File: config.mk
export PLATFORM = sky130hd
export DESIGN_NAME = fetch_buffer
export DESIGN_NICKNAME = d
export VERILOG_FILES = /design/src/rtl/cpu_pkg.sv /design/src/rtl/fetch_fifo.sv /design/src/rtl/fetch_buffer.sv
export SDC_FILE = /design/constraint.sdc
export NUM_CORES = 1
export LEC_CHECK = 0
export ABC_AREA = 1
export CAP_MARGIN = 20
export CORE_UTILIZATION = 52
export CTS_CLUSTER_SIZE = 8
export DETAILED_ROUTE_END_ITERATION = 12
export MAX_ROUTING_LAYER = met4
export PLACE_DENSITY = 0.87
export SLEW_MARGIN = 20
export SYNTH_ARGS = -nofsm -noshare
export SYNTH_HDL_FRONTEND = slang
export SYNTH_SLANG_ARGS = --single-unit
File: constraint.sdc
create_clock -name i_clk -period 2.1 [get_ports i_clk]
set_input_delay 0.315 -clock i_clk [delete_from_list [all_inputs] [get_ports i_clk]]
set_output_delay 0.315 -clock i_clk [all_outputs]
set_load 0.01 [all_outputs]
File: src/rtl/cpu_pkg.sv
`default_nettype none
// +----------------------------------------------------------------------+
// | cpu_pkg: shared widths and the fetch entry type of the CPU front end  |
// | Revision: 1.0                                                        |
// +----------------------------------------------------------------------+
package cpu_pkg;

  localparam int ADDR_W              = 8;
  localparam int DATA_W              = 8;
  localparam int FETCH_DEPTH_DEFAULT = 4;

  typedef struct packed {
    logic [ADDR_W-1:0] addr;
    logic [DATA_W-1:0] data;
  } fetch_entry_t;

endpackage
`default_nettype wire

File: src/rtl/fetch_fifo.sv
`default_nettype none
// +----------------------------------------------------------------------+
// | fetch_fifo: synchronous FIFO with push, pop, clear and occupancy     |
// | Revision: 1.0                                                        |
// +----------------------------------------------------------------------+
module fetch_fifo
  import cpu_pkg::*;
#(
  parameter int WIDTH = $bits(fetch_entry_t),
  parameter int DEPTH = FETCH_DEPTH_DEFAULT,
  localparam int PTR_W = $clog2(DEPTH),
  localparam int LVL_W = $clog2(DEPTH + 1)
) (
  input  logic             i_clk,
  input  logic             i_reset,
  input  logic             i_clear,
  input  logic             i_push,
  input  logic [WIDTH-1:0] i_push_data,
  input  logic             i_pop,
  output logic [WIDTH-1:0] o_head,
  output logic             o_full,
  output logic             o_empty,
  output logic [LVL_W-1:0] o_level
);

  logic [WIDTH-1:0] mem_q [DEPTH];
  logic [WIDTH-1:0] mem_d [DEPTH];
  logic [PTR_W-1:0] rd_ptr_q, rd_ptr_d;
  logic [PTR_W-1:0] wr_ptr_q, wr_ptr_d;
  logic [LVL_W-1:0] level_q, level_d;
  logic             do_pop;
  logic             do_push;

  assign o_full  = (level_q == LVL_W'(DEPTH));
  assign o_empty = (level_q == '0);
  assign o_level = level_q;
  assign o_head  = mem_q[rd_ptr_q];

  // A full FIFO still accepts a push when the head leaves in the same cycle.
  assign do_pop  = i_pop & ~o_empty;
  assign do_push = i_push & (~o_full | do_pop);

  always_comb begin
    mem_d    = mem_q;
    rd_ptr_d = rd_ptr_q;
    wr_ptr_d = wr_ptr_q;
    level_d  = level_q;
    if (do_push) begin
      mem_d[wr_ptr_q] = i_push_data;
      wr_ptr_d        = wr_ptr_q + PTR_W'(1);
    end
    if (do_pop) begin
      rd_ptr_d = rd_ptr_q + PTR_W'(1);
    end
    case ({do_push, do_pop})
      2'b10:   level_d = level_q + LVL_W'(1);
      2'b01:   level_d = level_q - LVL_W'(1);
      default: level_d = level_q;
    endcase
    if (i_clear) begin
      rd_ptr_d = '0;
      wr_ptr_d = '0;
      level_d  = '0;
    end
  end

  always_ff @(posedge i_clk) begin
    if (i_reset) begin
      rd_ptr_q <= '0;
      wr_ptr_q <= '0;
      level_q  <= '0;
    end else begin
      rd_ptr_q <= rd_ptr_d;
      wr_ptr_q <= wr_ptr_d;
      level_q  <= level_d;
    end
  end

  // Storage needs no reset; entries are only observed below the level.
  always_ff @(posedge i_clk) begin
    mem_q <= mem_d;
  end

endmodule
`default_nettype wire

File: src/rtl/fetch_buffer.sv
`default_nettype none
// +----------------------------------------------------------------------+
// | fetch_buffer: issues program memory reads, tags returning data with  |
// | its address and queues it for the decoder; flush drops stale reads.  |
// | Optional same-cycle bypass when empty: define FETCH_BUFFER_BYPASS_EN |
// | Revision: 1.0                                                        |
// +----------------------------------------------------------------------+
module fetch_buffer #(
  parameter int DATA_W      = cpu_pkg::DATA_W,
  parameter int ADDR_W      = cpu_pkg::ADDR_W,
  parameter int MEM_LATENCY = 1,
  parameter int DEPTH       = cpu_pkg::FETCH_DEPTH_DEFAULT
) (
  input  logic                         i_clk,
  input  logic                         i_reset,
  input  logic                         i_rd,
  input  logic [ADDR_W-1:0]            i_address,
  input  logic                         i_flush,
  output logic                         o_mem_rd,
  output logic [ADDR_W-1:0]            o_mem_addr,
  input  logic [DATA_W-1:0]            i_mem_data,
  output logic                         o_instr_valid,
  output logic [DATA_W-1:0]            o_instr,
  output logic [ADDR_W-1:0]            o_instr_addr,
  input  logic                         i_instr_ready,
  output logic [$clog2(DEPTH+1)-1:0]   o_level,
  output logic                         o_overflow
);

  localparam int ENTRY_W = ADDR_W + DATA_W;

  logic                   mem_rd;
  logic [MEM_LATENCY-1:0] pipe_vld_q, pipe_vld_d;
  logic [ADDR_W-1:0]      pipe_addr_q [MEM_LATENCY];
  logic [ADDR_W-1:0]      pipe_addr_d [MEM_LATENCY];
  logic                   overflow_q, overflow_d;
  logic                   cap_vld;
  logic [ENTRY_W-1:0]     cap_entry;
  logic [ENTRY_W-1:0]     head_entry;
  logic                   bypass_vld;
  logic                   fifo_push;
  logic                   fifo_pop;
  logic                   fifo_full;
  logic                   fifo_empty;

  // A strobe coinciding with a jump belongs to the old PC and is never issued.
  assign mem_rd     = i_rd & ~i_flush & ~i_reset;
  assign o_mem_rd   = mem_rd;
  assign o_mem_addr = i_reset ? '0 : i_address;

  always_comb begin
    pipe_vld_d     = '0;
    pipe_addr_d    = pipe_addr_q;
    pipe_vld_d[0]  = mem_rd;
    pipe_addr_d[0] = i_address;
    for (int i = 1; i < MEM_LATENCY; i++) begin
      pipe_vld_d[i]  = pipe_vld_q[i-1] & ~i_flush;
      pipe_addr_d[i] = pipe_addr_q[i-1];
    end
  end

  assign cap_vld   = pipe_vld_q[MEM_LATENCY-1] & ~i_flush;
  assign cap_entry = {pipe_addr_q[MEM_LATENCY-1], i_mem_data};

`ifdef FETCH_BUFFER_BYPASS_EN
  assign bypass_vld = cap_vld & fifo_empty;
`else
  assign bypass_vld = 1'b0;
`endif

  // A bypassed word taken by the decoder this cycle never enters the FIFO.
  assign fifo_pop  = ~fifo_empty & i_instr_ready;
  assign fifo_push = cap_vld & ~(bypass_vld & i_instr_ready);

  assign o_instr_valid                = ~fifo_empty | bypass_vld;
  assign {o_instr_addr, o_instr}      = bypass_vld ? cap_entry : head_entry;
  assign o_overflow                   = overflow_q;
  assign overflow_d = overflow_q | (fifo_push & fifo_full & ~fifo_pop);

  always_ff @(posedge i_clk) begin
    if (i_reset) begin
      pipe_vld_q <= '0;
      overflow_q <= 1'b0;
    end else begin
      pipe_vld_q <= pipe_vld_d;
      overflow_q <= overflow_d;
    end
  end

  always_ff @(posedge i_clk) begin
    pipe_addr_q <= pipe_addr_d;
  end

  fetch_fifo #(
    .WIDTH (ENTRY_W),
    .DEPTH (DEPTH)
  ) u_fifo (
    .i_clk       (i_clk),
    .i_reset     (i_reset),
    .i_clear     (i_flush),
    .i_push      (fifo_push),
    .i_push_data (cap_entry),
    .i_pop       (fifo_pop),
    .o_head      (head_entry),
    .o_full      (fifo_full),
    .o_empty     (fifo_empty),
    .o_level     (o_level)
  );

endmodule
`default_nettype wire

==> metrics.cfg, run 1 <==
[status]
status = complete, no violations

[yosys]
synth_seq_area_share = 0.728
syn_nets = 276
synth_top_family_by_area = compound AO/OA/AOI/OAI gates
avgSynthCellArea_um2 = 12.4
synth_top_area_frac = 0.618
yosysUniqueCellTypes = 22
synth_area_um2 = 3110
synth_seq_cells = 81
syn_inst = 250
muxShareOfSynthArea = 0
synth-xor-area-share = 0
synth_top_area_cell = edfxtp_1
synth_adder_area_share = 0.0225
synthTopCellsByArea = edfxtp_1, dfxtp_1, nor2_1
synth-compound-area-share = 0.110
ys_warn_count = 0
synth_simple_gate_area_frac = 0.0974

[clock_network]
clkSlewWorstSetupHoldPaths_ns = 0.08
post_cts_buffers = 0
htreeDepth = 3
clock_latency_ns = 0.34
cts_hold_buffers = 0
cts_inserted_buffers = 9
cts-root-buf = clkbuf_8
clockBufferDepth = 2
cts_tree = yes
cts_sinks = 81

[sta]
fmax_ghz = 0.529
finalCritPeriodShare = 0.901
drv_slew = 0
slew_headroom = 0.680
hold_violations = 0
rsz0062_at_grt = false
fin_hold_ws_ns = 0.443
tns_ns = 0
min_period_ns = 1.89
finalSetupViolCount = 0
worst_pin_slew_ns = 0.477
skew_ns = 0.00722

[global_route]
first_global_vias = 2034
grt_max_degree = 29
antenna_found_initial = 0
overflow = 0
grt_pass1_wl_mm = 9.99
grt_usage = 0.225

[floorplan]
dieHeight_um = 79.3
die_w_um = 79.3
row_count = 27
dieArea_um2 = 6290
core_um2 = 5640
start_util = 0.551
ioPinCount = 51

[drt]
drc = 0
routed_wl_mm = 6.27
drtIter0Drc = 93
dr.pass1.iters = 4
ant_nets = 0
drt-vias-per-instance = 5.33
via_count = 2091
wl_per_cell_um = 16.0

[setup_path]
required_ns = 1.78
worstPathArrival_ns = 1.58
path_max_fanout = 12
end_kind = primary output
start_kind = input pin
crit_type = input pin to primary output

[pwr]
power_density_nw_per_um2 = 796
p_leak_nw = 1.53
peakVddDrop_mv = 0.609
p_total_w = 0.00323

[cells_and_area]
nets = 341
multiInputGateArea_um2 = 714
utilization = 0.718
fin_area_um2 = 4050
drive_gt1_frac = 0.134
num_antenna_cells = 0
final_cell_mix = edfxtp_1, nor2_1, o21ai_0, clkdlybuf4s50_1, inv_1
regArea_um2 = 2260
area_growth_syn_to_layout_pct = 30.4
fillCellCount = 377
final_common_cell = edfxtp_1

[placed_design]
hpwlAfterDp_mm = 4.01
place_area_um2 = 3800
gp_congestion = 0.893
io_buffers = 50

[min_path]
hold_path.class = input pin to flip-flop

[flow_run]
cap_viol_max_count = 0

cells in the mapped netlist:
master    instances
clkbuf_1          4
o21ba_2           1
fa_1              1
buf_2             6
nand3_1           2
nor2_4            1
nand4_1           1
o21ai_0          34
nor2_2            1
nand2_1           7
o22ai_1          16
a21oi_1           6
o21ai_1           3
edfxtp_1         64
nand3_2           2
nand2_2           5
a21oi_4           1
ha_1              4
inv_2             1
dfxtp_1          17
nor2_1           51
inv_1            22
metrics by stage:
step | worst slack (ns) | instances
after global routing | 0.119 | 392
after CTS | -0.0109 | 392
final | 0.208 | 392
after global placement | 0.164 | 376
after floorplan | 0.290 | 250
after detailed placement | 0.0957 | 376
report_power, final:
group / internal, W / total [W] / switching, W / leakage, nW
clock: 0.000791 / 0.00131 / 0.000520 / 0.118
combinational: 0.0000842 / 0.000158 / 0.0000742 / 0.700
sequential: 0.00174 / 0.00176 / 0.0000131 / 0.718
total: 0.00262 / 0.00323 / 0.000607 / 1.53
cells by family (layout without fill, tap and decap cells):
kind of cell             Yosys count  count (layout)
AO/OA/AOI/OAI                     61              61
adder cells (fa/ha/maj)            5               5
buffers and inverters             33             103
flip-flops                        81              81
AND/OR/NAND/NOR                   70              70
sequential cells by signal, indices dropped and copies added, names as in the netlist:
| signal | flops |
|---|---|
| pipe_addr_q | 8 |
| u_fifo.rd_ptr_q | 2 |
| u_fifo.wr_ptr_q | 2 |
| pipe_vld_q | 1 |
| u_fifo.mem_q | 64 |
| o_overflow | 1 |
| u_fifo.o_level | 3 |
area by class of cell:
type,count,area share
well taps,72,0.0222
clock buffers,11,0.0324
repair buffers,64,0.163
inverters,23,0.0213
multi-input cells,136,0.176
clock inverters,5,0.0256
flip-flops and latches,81,0.559
critical path, cell delays in order:
cell             delay [ns]
clkdlybuf4s50_1        0.40
buf_4                  0.18
nor2_1                 0.13
clkdlybuf4s50_1        0.55
path summary, 6_finish.rpt:
| path | from | endpoint | slack, ns | cells after the start |
|---|---|---|---|---|
| hold reg to reg | o_overflow | o_overflow | 0.49 | 1 |
| setup / recovery | i_reset | o_mem_addr[4] | 0.21 | 4 |
| setup reg to reg | u_fifo.o_level[2] | u_fifo.o_level[2] | 0.44 | 8 |
| hold / removal | i_address[6] | pipe_addr_q[6] | 0.44 | 1 |
timing repair:
action,in CTS,in global routing
setup endpoints to repair,16,7
gates resized for setup,12,10
pin swaps,0,0
per-layer routing:
layer,vias up,track usage,share of wire
met3,10,0.0379,0.045
met4,0,0.100,0.019
met5,-,-,0
met2,60,0.391,0.54
met1,1016,0.256,0.40
li1,1005,-,-
No activity file was read; power rests on OpenSTA's default activity.
==> run 2, diff against run 1 <==
--- a/config.mk
+++ b/config.mk
@@ -7,6 +7,7 @@
 export LEC_CHECK = 0
 export ABC_AREA = 1
 export CAP_MARGIN = 20
+export CORE_ASPECT_RATIO = 0.75
 export CORE_UTILIZATION = 52
 export CTS_CLUSTER_SIZE = 8
 export DETAILED_ROUTE_END_ITERATION = 12
==> run 2 against run 1 <==
Effect of this change: hold slack lost 0.0075 ns; core utilization grew 0.77 points; global-route usage fell by 0.64 points; register-to-register slack gained 0.02 ns; clock skew is 0.0019 ns higher; flip-flop and latch count unchanged; sequential power hardly changed; worst setup slack worse by 0.074 ns; non-clock buffer count grew 7; largest power group unchanged.
==> metrics.cfg, run 2 (synthesis gave the netlist of run 1 again) <==
[status]
status = complete, no violations

[min_path]
hold_path.class = input pin to flip-flop
hold_end = pipe_addr_q[3]
whs_path_depth = 1  ; unchanged
worstHoldStart = i_address[3]

[floorplan]
row_count = 23  ; -15%
ioPinCount = 51  ; unchanged
dieHeight_um = 69.0  ; -13%
start_util = 0.560  ; +0.00869
die_w_um = 91.3  ; +15%
dieArea_um2 = 6290  ; about the same
core_um2 = 5550  ; -1.6%

[setup_path]
end_kind = primary output
required_ns = 1.78  ; about the same
path_buf_inv = 2  ; -1
crit_type = input pin to primary output
r2r_setup_slack_ns = 0.46  ; +0.02 ns
crit_slowest_cell = clkdlybuf4s50_1
worstPathArrival_ns = 1.65  ; +0.07 ns
regToRegEndpoint = u_fifo.o_level[2]
path_max_fanout = 10  ; -2
path_cells = clkdlybuf4s50_1 > nor2_1 > clkdlybuf4s50_1
start_kind = input pin
path_common_cell = clkdlybuf4s50_1
crit_family = buffers and inverters
crit_path_max_incr_delay_ns = 0.59  ; +0.04 ns
rr_startpoint = u_fifo.o_level[1]
r2r_cells = 8  ; unchanged

[global_route]
first_global_vias = 2032  ; -0.098%
overflow = 0  ; unchanged
grt_pass1_wl_mm = 9.69  ; -3.0%
antenna_found_initial = 0  ; unchanged
grt_max_degree = 15  ; -48%
grt_usage = 0.219  ; -0.00641

[sta]
fin_hold_ws_ns = 0.435  ; -0.00754 ns
tns_ns = 0  ; unchanged
fmax_ghz = 0.509  ; -3.8%
rsz0062_at_grt = false
finalSetupViolCount = 0  ; unchanged
drv_slew = 0  ; unchanged
hold_violations = 0  ; unchanged
worst_pin_slew_ns = 0.454  ; -0.0233 ns
finalCritPeriodShare = 0.936  ; +0.0354
skew_ns = 0.00913  ; +0.00191 ns
slew_headroom = 0.696  ; +0.0156
min_period_ns = 1.97  ; +0.0743 ns

[pwr]
peakVddDrop_mv = 0.595  ; -2.3%
p_total_w = 0.00301  ; -6.8%
power_density_nw_per_um2 = 746  ; -6.3%
p_leak_nw = 1.52  ; -0.80%

[drt]
drt-vias-per-instance = 5.21  ; -2.3%
routed_wl_mm = 6.02  ; -4.0%
drc = 0  ; unchanged
dr.pass1.iters = 4  ; unchanged
drtIter0Drc = 139  ; +49%
via_count = 2096  ; +0.24%
ant_nets = 0  ; unchanged
wl_per_cell_um = 15.0  ; -6.4%

[clock_network]
cts_hold_buffers = 0  ; unchanged
cts-root-buf = clkbuf_8
cts_inserted_buffers = 9  ; unchanged
cts_tree = yes
cts_sinks = 81  ; unchanged
htreeDepth = 3  ; unchanged
clockBufferDepth = 2  ; unchanged
post_cts_buffers = 0  ; unchanged
clkSlewWorstSetupHoldPaths_ns = 0.08  ; about the same
clock_latency_ns = 0.35  ; about the same

[cells_and_area]
top_register = u_fifo.mem_q
num_antenna_cells = 0  ; unchanged
nets = 348  ; +2.1%
largest_reg_flops = 64  ; unchanged
drive_gt1_frac = 0.150  ; +0.0155
area_growth_syn_to_layout_pct = 29.7
final_common_cell = edfxtp_1
final_cell_mix = edfxtp_1, nor2_1, o21ai_0, clkdlybuf4s50_1, inv_1

[placed_design]
io_buffers = 50  ; unchanged
hpwlAfterDp_mm = 4.19  ; +4.6%
gp_congestion = 0.793  ; -11%

[flow_run]
cap_viol_max_count = 0  ; unchanged

==> run 2: cell types whose count changed in the layout (fill, tap and decap cells not counted), moves of 2 or more <==
| cell | before | now |
|---|---|---|
| buf_6 | 1 | 3 |
| buf_12 | 3 | 0 |
| clkinvlp_4 | 0 | 3 |
| bufinv_16 | 3 | 1 |
| buf_4 | 9 | 18 |
==> run 2: repair_timing <==
item                                    CTS  global route
pin swaps                                 0             0
endpoints found under the setup margin   16             6
resized for setup                        14             8
==> run 2: per-stage QoR <==
stage / instance area, um^2 / std cells / util / setup WS (ns)
floorplan: 3110 / 250 / - / 0.290
global placement: 3810 / 386 / 0.687 / 0.157
detailed placement: 3810 / 386 / 0.687 / 0.0811
CTS: 4010 / 402 / 0.722 / 0.0100
global route: 4030 / 402 / 0.726 / 0.00961
finish: 4030 / 402 / 0.726 / 0.134
==> run 2: routing by layer <==
metal	vias to the layer above	wire, um	GRT usage
met1	994	2600	0.250
met2	67	2980	0.367
met4	0	120	0.111
met3	15	312	0.0592
met5	-	0	-
li1	1020	-	-
==> run 2: worst max path at each step <==
stage                     slack, ns               start                 to  depth (start not counted)
after floorplan                0.29   u_fifo.o_level[0]    u_fifo.mem_q[0]                          4
after global placement         0.16       i_instr_ready  u_fifo.o_level[2]                          9
after detailed placement       0.08       i_instr_ready  u_fifo.o_level[2]                          9
after CTS                      0.01  u_fifo.rd_ptr_q[0]         o_instr[7]                          5
after global routing           0.01             i_reset      o_mem_addr[1]                          3
final                          0.13             i_reset      o_mem_addr[6]                          3
==> run 2: final cells by class <==
type	count	area, um^2
clock buffer	12	145
clock inverter	4	52.6
fill	374	1520
inverter	23	86.3
multi-input combinational	136	714
sequential	81	2270
tap	75	93.8
timing repair buffer	71	672
==> run 2: power by group <==
group,switching (W),internal (W)
registers,0.0000128,0.00174
clock network,0.000513,0.000582
logic,0.0000719,0.0000836
==> variant 1: new RTL, config.mk and constraints of run 1 <==
Change the parameter `MEM_LATENCY` from 1 to 2.
--- a/src/rtl/fetch_buffer.sv
+++ b/src/rtl/fetch_buffer.sv
@@ -9,5 +9,5 @@
   parameter int DATA_W      = cpu_pkg::DATA_W,
   parameter int ADDR_W      = cpu_pkg::ADDR_W,
-  parameter int MEM_LATENCY = 1,
+  parameter int MEM_LATENCY = 2,
   parameter int DEPTH       = cpu_pkg::FETCH_DEPTH_DEFAULT
 ) (
Formal check against the unedited RTL: not equivalent (a bounded check fails within 4 cycles, from zero or initial values and one cycle with i_reset high).
==> variant 1 against run 1 <==
Final area grew 4.6%; sequential cell count grew 9; worst setup slack lost 0.066 ns; first-iteration DRC count grew 110%; wire length shrank 0.24%; total power grew 3.1%; via count grew 3.5%; area after synthesis grew 6.0%; critical endpoint is now o_mem_rd; critical path type unchanged.
==> variant 1: results <==
set metrics [dict create \
    insertion_delay_ns 0.37 \
    worstPathArrival_ns 1.64 \
    ys_types 21 \
    dpl.cell_count 395 \
    tightest_slew_ns 0.3985 \
    mappedNetlistNets 289 \
    met2_usage_pct 34.92 \
    wl_per_cell_um 15.21 \
    placed_area_um2 3983 \
    hp-start "pipe_addr_d[5]" \
    netlist_instances 263 \
    track_usage_pct 20.74 \
    layout-drive-gt1-share_pct 12.80 \
    pre_cts_ws_ns 0.09645 \
    fin_crit_sh_pct 93.25 \
    met3_usage_pct 6.111 \
    fin_worst_skew_ns 0.01933 \
    met1_usage_pct 22.52 \
    leakage_nw 1.660 \
    grt_pass1_vias 2032 \
    path_max_fanout 10 \
    grt_pass1_wl_mm 9.473 \
    netlist_top_cells_count "64 x edfxtp_1, 54 x nor2_1, 36 x o21ai_0, 26 x dfxtp_1, 23 x inv_1" \
    drt_wl_total_mm 6.252 \
    ys_seq_area_share_pct 74.16 \
    peakVddDrop_mv 0.9337 \
    first_iter_violations 195 \
    status "completed" \
    grt_max_degree 23 \
    hold_path.class "reg -> reg" \
    netlist_top_cells_area "edfxtp_1 58%, dfxtp_1 16%, nor2_1 6.2%" \
]
variant 1: layer usage:
metal,wire length [um],vias up
li1,-,1054
met1,2469,1033
met2,3312,69
met3,388,9
met4,82,0
met5,0,-
variant 1: power by group:
part	internal (mW)	switching (mW)	total (mW)
Clock	0.645	0.646	1.29
Sequential	1.91	0.0116	1.93
Combinational	0.0644	0.0464	0.111
variant 1: what timing repair did:
item	CTS	global route
resized for setup	9	12
hold buffers	0	0
endpoints found under the setup margin	16	10
setup buffers	0	0
variant 1: final cells by class:
cell class              count  area, um2
clock buffers              10      148.9
clock inverters             6      76.32
fillers                   413       1788
inverters                  24      90.09
multi-input cells         139      715.7
flip-flops and latches     90       2447
well taps                  75      93.84
repair buffers             67      665.6
variant 1: kinds of logic (layout without fill, tap and decap cells):
kind of cell	after synthesis	count (layout)
flops	90	90
fa+ha+maj	5	5
compound gates	59	59
buf+inv	34	107
simple gates	75	75
variant 1: worst paths after layout:
| check | endpoint | cells after the start |
|---|---|---|
| setup / recovery | o_mem_rd | 3 |
| hold / removal | cap_entry[13] | 0 |
| setup reg to reg | u_fifo.o_level[2] | 8 |
| hold reg to reg | cap_entry[13] | 0 |
variant 1: critical path, stage by stage:
cell	delay, ns
clkdlybuf4s50_1	0.60
nor2_1	0.17
clkdlybuf4s50_1	0.55
==> variant 2: new RTL, settings of run 1 <==
Made on the original files. Make the reset (`i_reset`) asynchronous in 2 clocked blocks.
--- a/src/rtl/fetch_fifo.sv
+++ b/src/rtl/fetch_fifo.sv
@@ -65,5 +65,5 @@
   end
 
-  always_ff @(posedge i_clk) begin
+  always_ff @(posedge i_clk or posedge i_reset) begin
     if (i_reset) begin
       rd_ptr_q <= '0;
--- a/src/rtl/fetch_buffer.sv
+++ b/src/rtl/fetch_buffer.sv
@@ -78,5 +78,5 @@
   assign overflow_d = overflow_q | (fifo_push & fifo_full & ~fifo_pop);
 
-  always_ff @(posedge i_clk) begin
+  always_ff @(posedge i_clk or posedge i_reset) begin
     if (i_reset) begin
       pipe_vld_q <= '0;
Behaviour: differs if i_reset is asserted again (counterexample within 4 cycles, from zero or initial values and one cycle with i_reset high); with i_reset held inactive, the same outputs for 10 cycles.
==> variant 2 against run 1 <==
Final area increased by 0.19%; area after synthesis is 2.2% higher; count of clock-buffer cells in the layout is the same; sequential cell count unchanged; critical path type is now reg -> out; critical path depth up 1; synthesized cell count rose by 0.40%; hold slack worse by 0.13 ns; worst setup slack got worse by 0.048 ns; wire length shrank 2.5%; sequential share of layout area rose by 0.94 points.
Power is not compared: it rests on default switching activity, and its combinational part moved more than twofold at a synthesized area within 25%.
==> variant 2: results <==
set metrics [dict create \
    fin_nets 347 \
    grt_pass1_vias 2054 \
    hold_path.class "in -> async" \
    wl_met1_mm 2.462 \
    viasPerCell 5.222 \
    synthArstFlopShare_pct 11.11 \
    worstPathArrival_ns 1.63 \
    hold_ws_ns 0.3177 \
    wl_per_cell_um 15.24 \
    met3_length_um 308 \
    synth_top_family_by_area "simple AND/OR/NAND/NOR gates" \
    path_max_fanout 12 \
    first_iter_violations 119 \
    met3_usage_pct 5.568 \
    netlist_top_cells_area "edfxtp_1 60%, dfrtp_1 7.1%, nor2_1 5.6%" \
    fin_worst_skew_ns 0.01339 \
    ys_seq_area_share_pct 72.63 \
    crit_path_top_delay_cell "dfrtp_1" \
    startpoint "u_fifo.rd_ptr_q[0]" \
    layout-drive-gt1-share_pct 15.03 \
    grt_pass1_wl_mm 9.694 \
    status "completed" \
    synth_compound_area_share_pct 9.059 \
    reg2reg_slack_ns 0.26 \
    globalplace.congestion 0.7927 \
    met1_usage_pct 23.45 \
    ys_types 25 \
    wl_met2_mm 3.282 \
    insertion_delay_ns 0.36 \
    netlist_top_cells_count "64 x edfxtp_1, 47 x nor2_1, 30 x o21ai_1, 18 x inv_1, 16 x o22ai_1" \
    placed_area_um2 3876 \
    crit_end "o_instr_addr[4]" \
    synthMuxAreaShare_pct 0 \
    cts-resized-gates 18 \
    met2_usage_pct 37.35 \
    r2r-start "u_fifo.o_level[0]" \
    r2r_cells 13 \
    grt_max_degree 25 \
    slowest_delay_ns 0.42 \
    fill_cells 397 \
    dpl.hpwl_mm 4.148 \
    critPathKind "reg -> out" \
    relSlewSlack_pct 81.81 \
    track_usage_pct 21.64 \
    mappedNetlistNets 277 \
    synth_fa_ha_area_share_pct 2.206 \
    cts_buffers 9 \
]
[variant 2: power by group through the flow]
stage	clock [mW]	sequential, mW	combinational [mW]
final	1.12	1.85	0.992
after detailed placement	0	1.88	1.07
after global routing	1.20	1.86	1.09
after global placement	0	1.88	1.04
after CTS	1.14	1.85	0.995
after floorplan	0	1.89	0.542
[variant 2: layout make-up]
class	instances	area (um2)	share of cell area [%]
Inverter	24	92.59	2.281
Multi-Input combinational cell	137	737.0	18.16
Timing Repair Buffer	68	631.9	15.57
Clock buffer	11	131.4	3.237
Sequential cell	81	2307	56.84
Tap cell	75	93.84	2.312
Clock inverter	5	65.06	1.603
[variant 2: stage by stage]
stage / utilization, % / worst slack [ns] / std cells / total power, mW
after global placement: 65.47 / 0.1654 / 385 / 2.926
final: 68.55 / 0.1599 / 401 / 3.965
after global routing: 68.55 / 0.1019 / 401 / 4.151
after detailed placement: 65.47 / 0.06198 / 385 / 2.950
after floorplan: - / 0.2139 / 251 / 2.430
after CTS: 68.55 / 0.1373 / 401 / 3.984
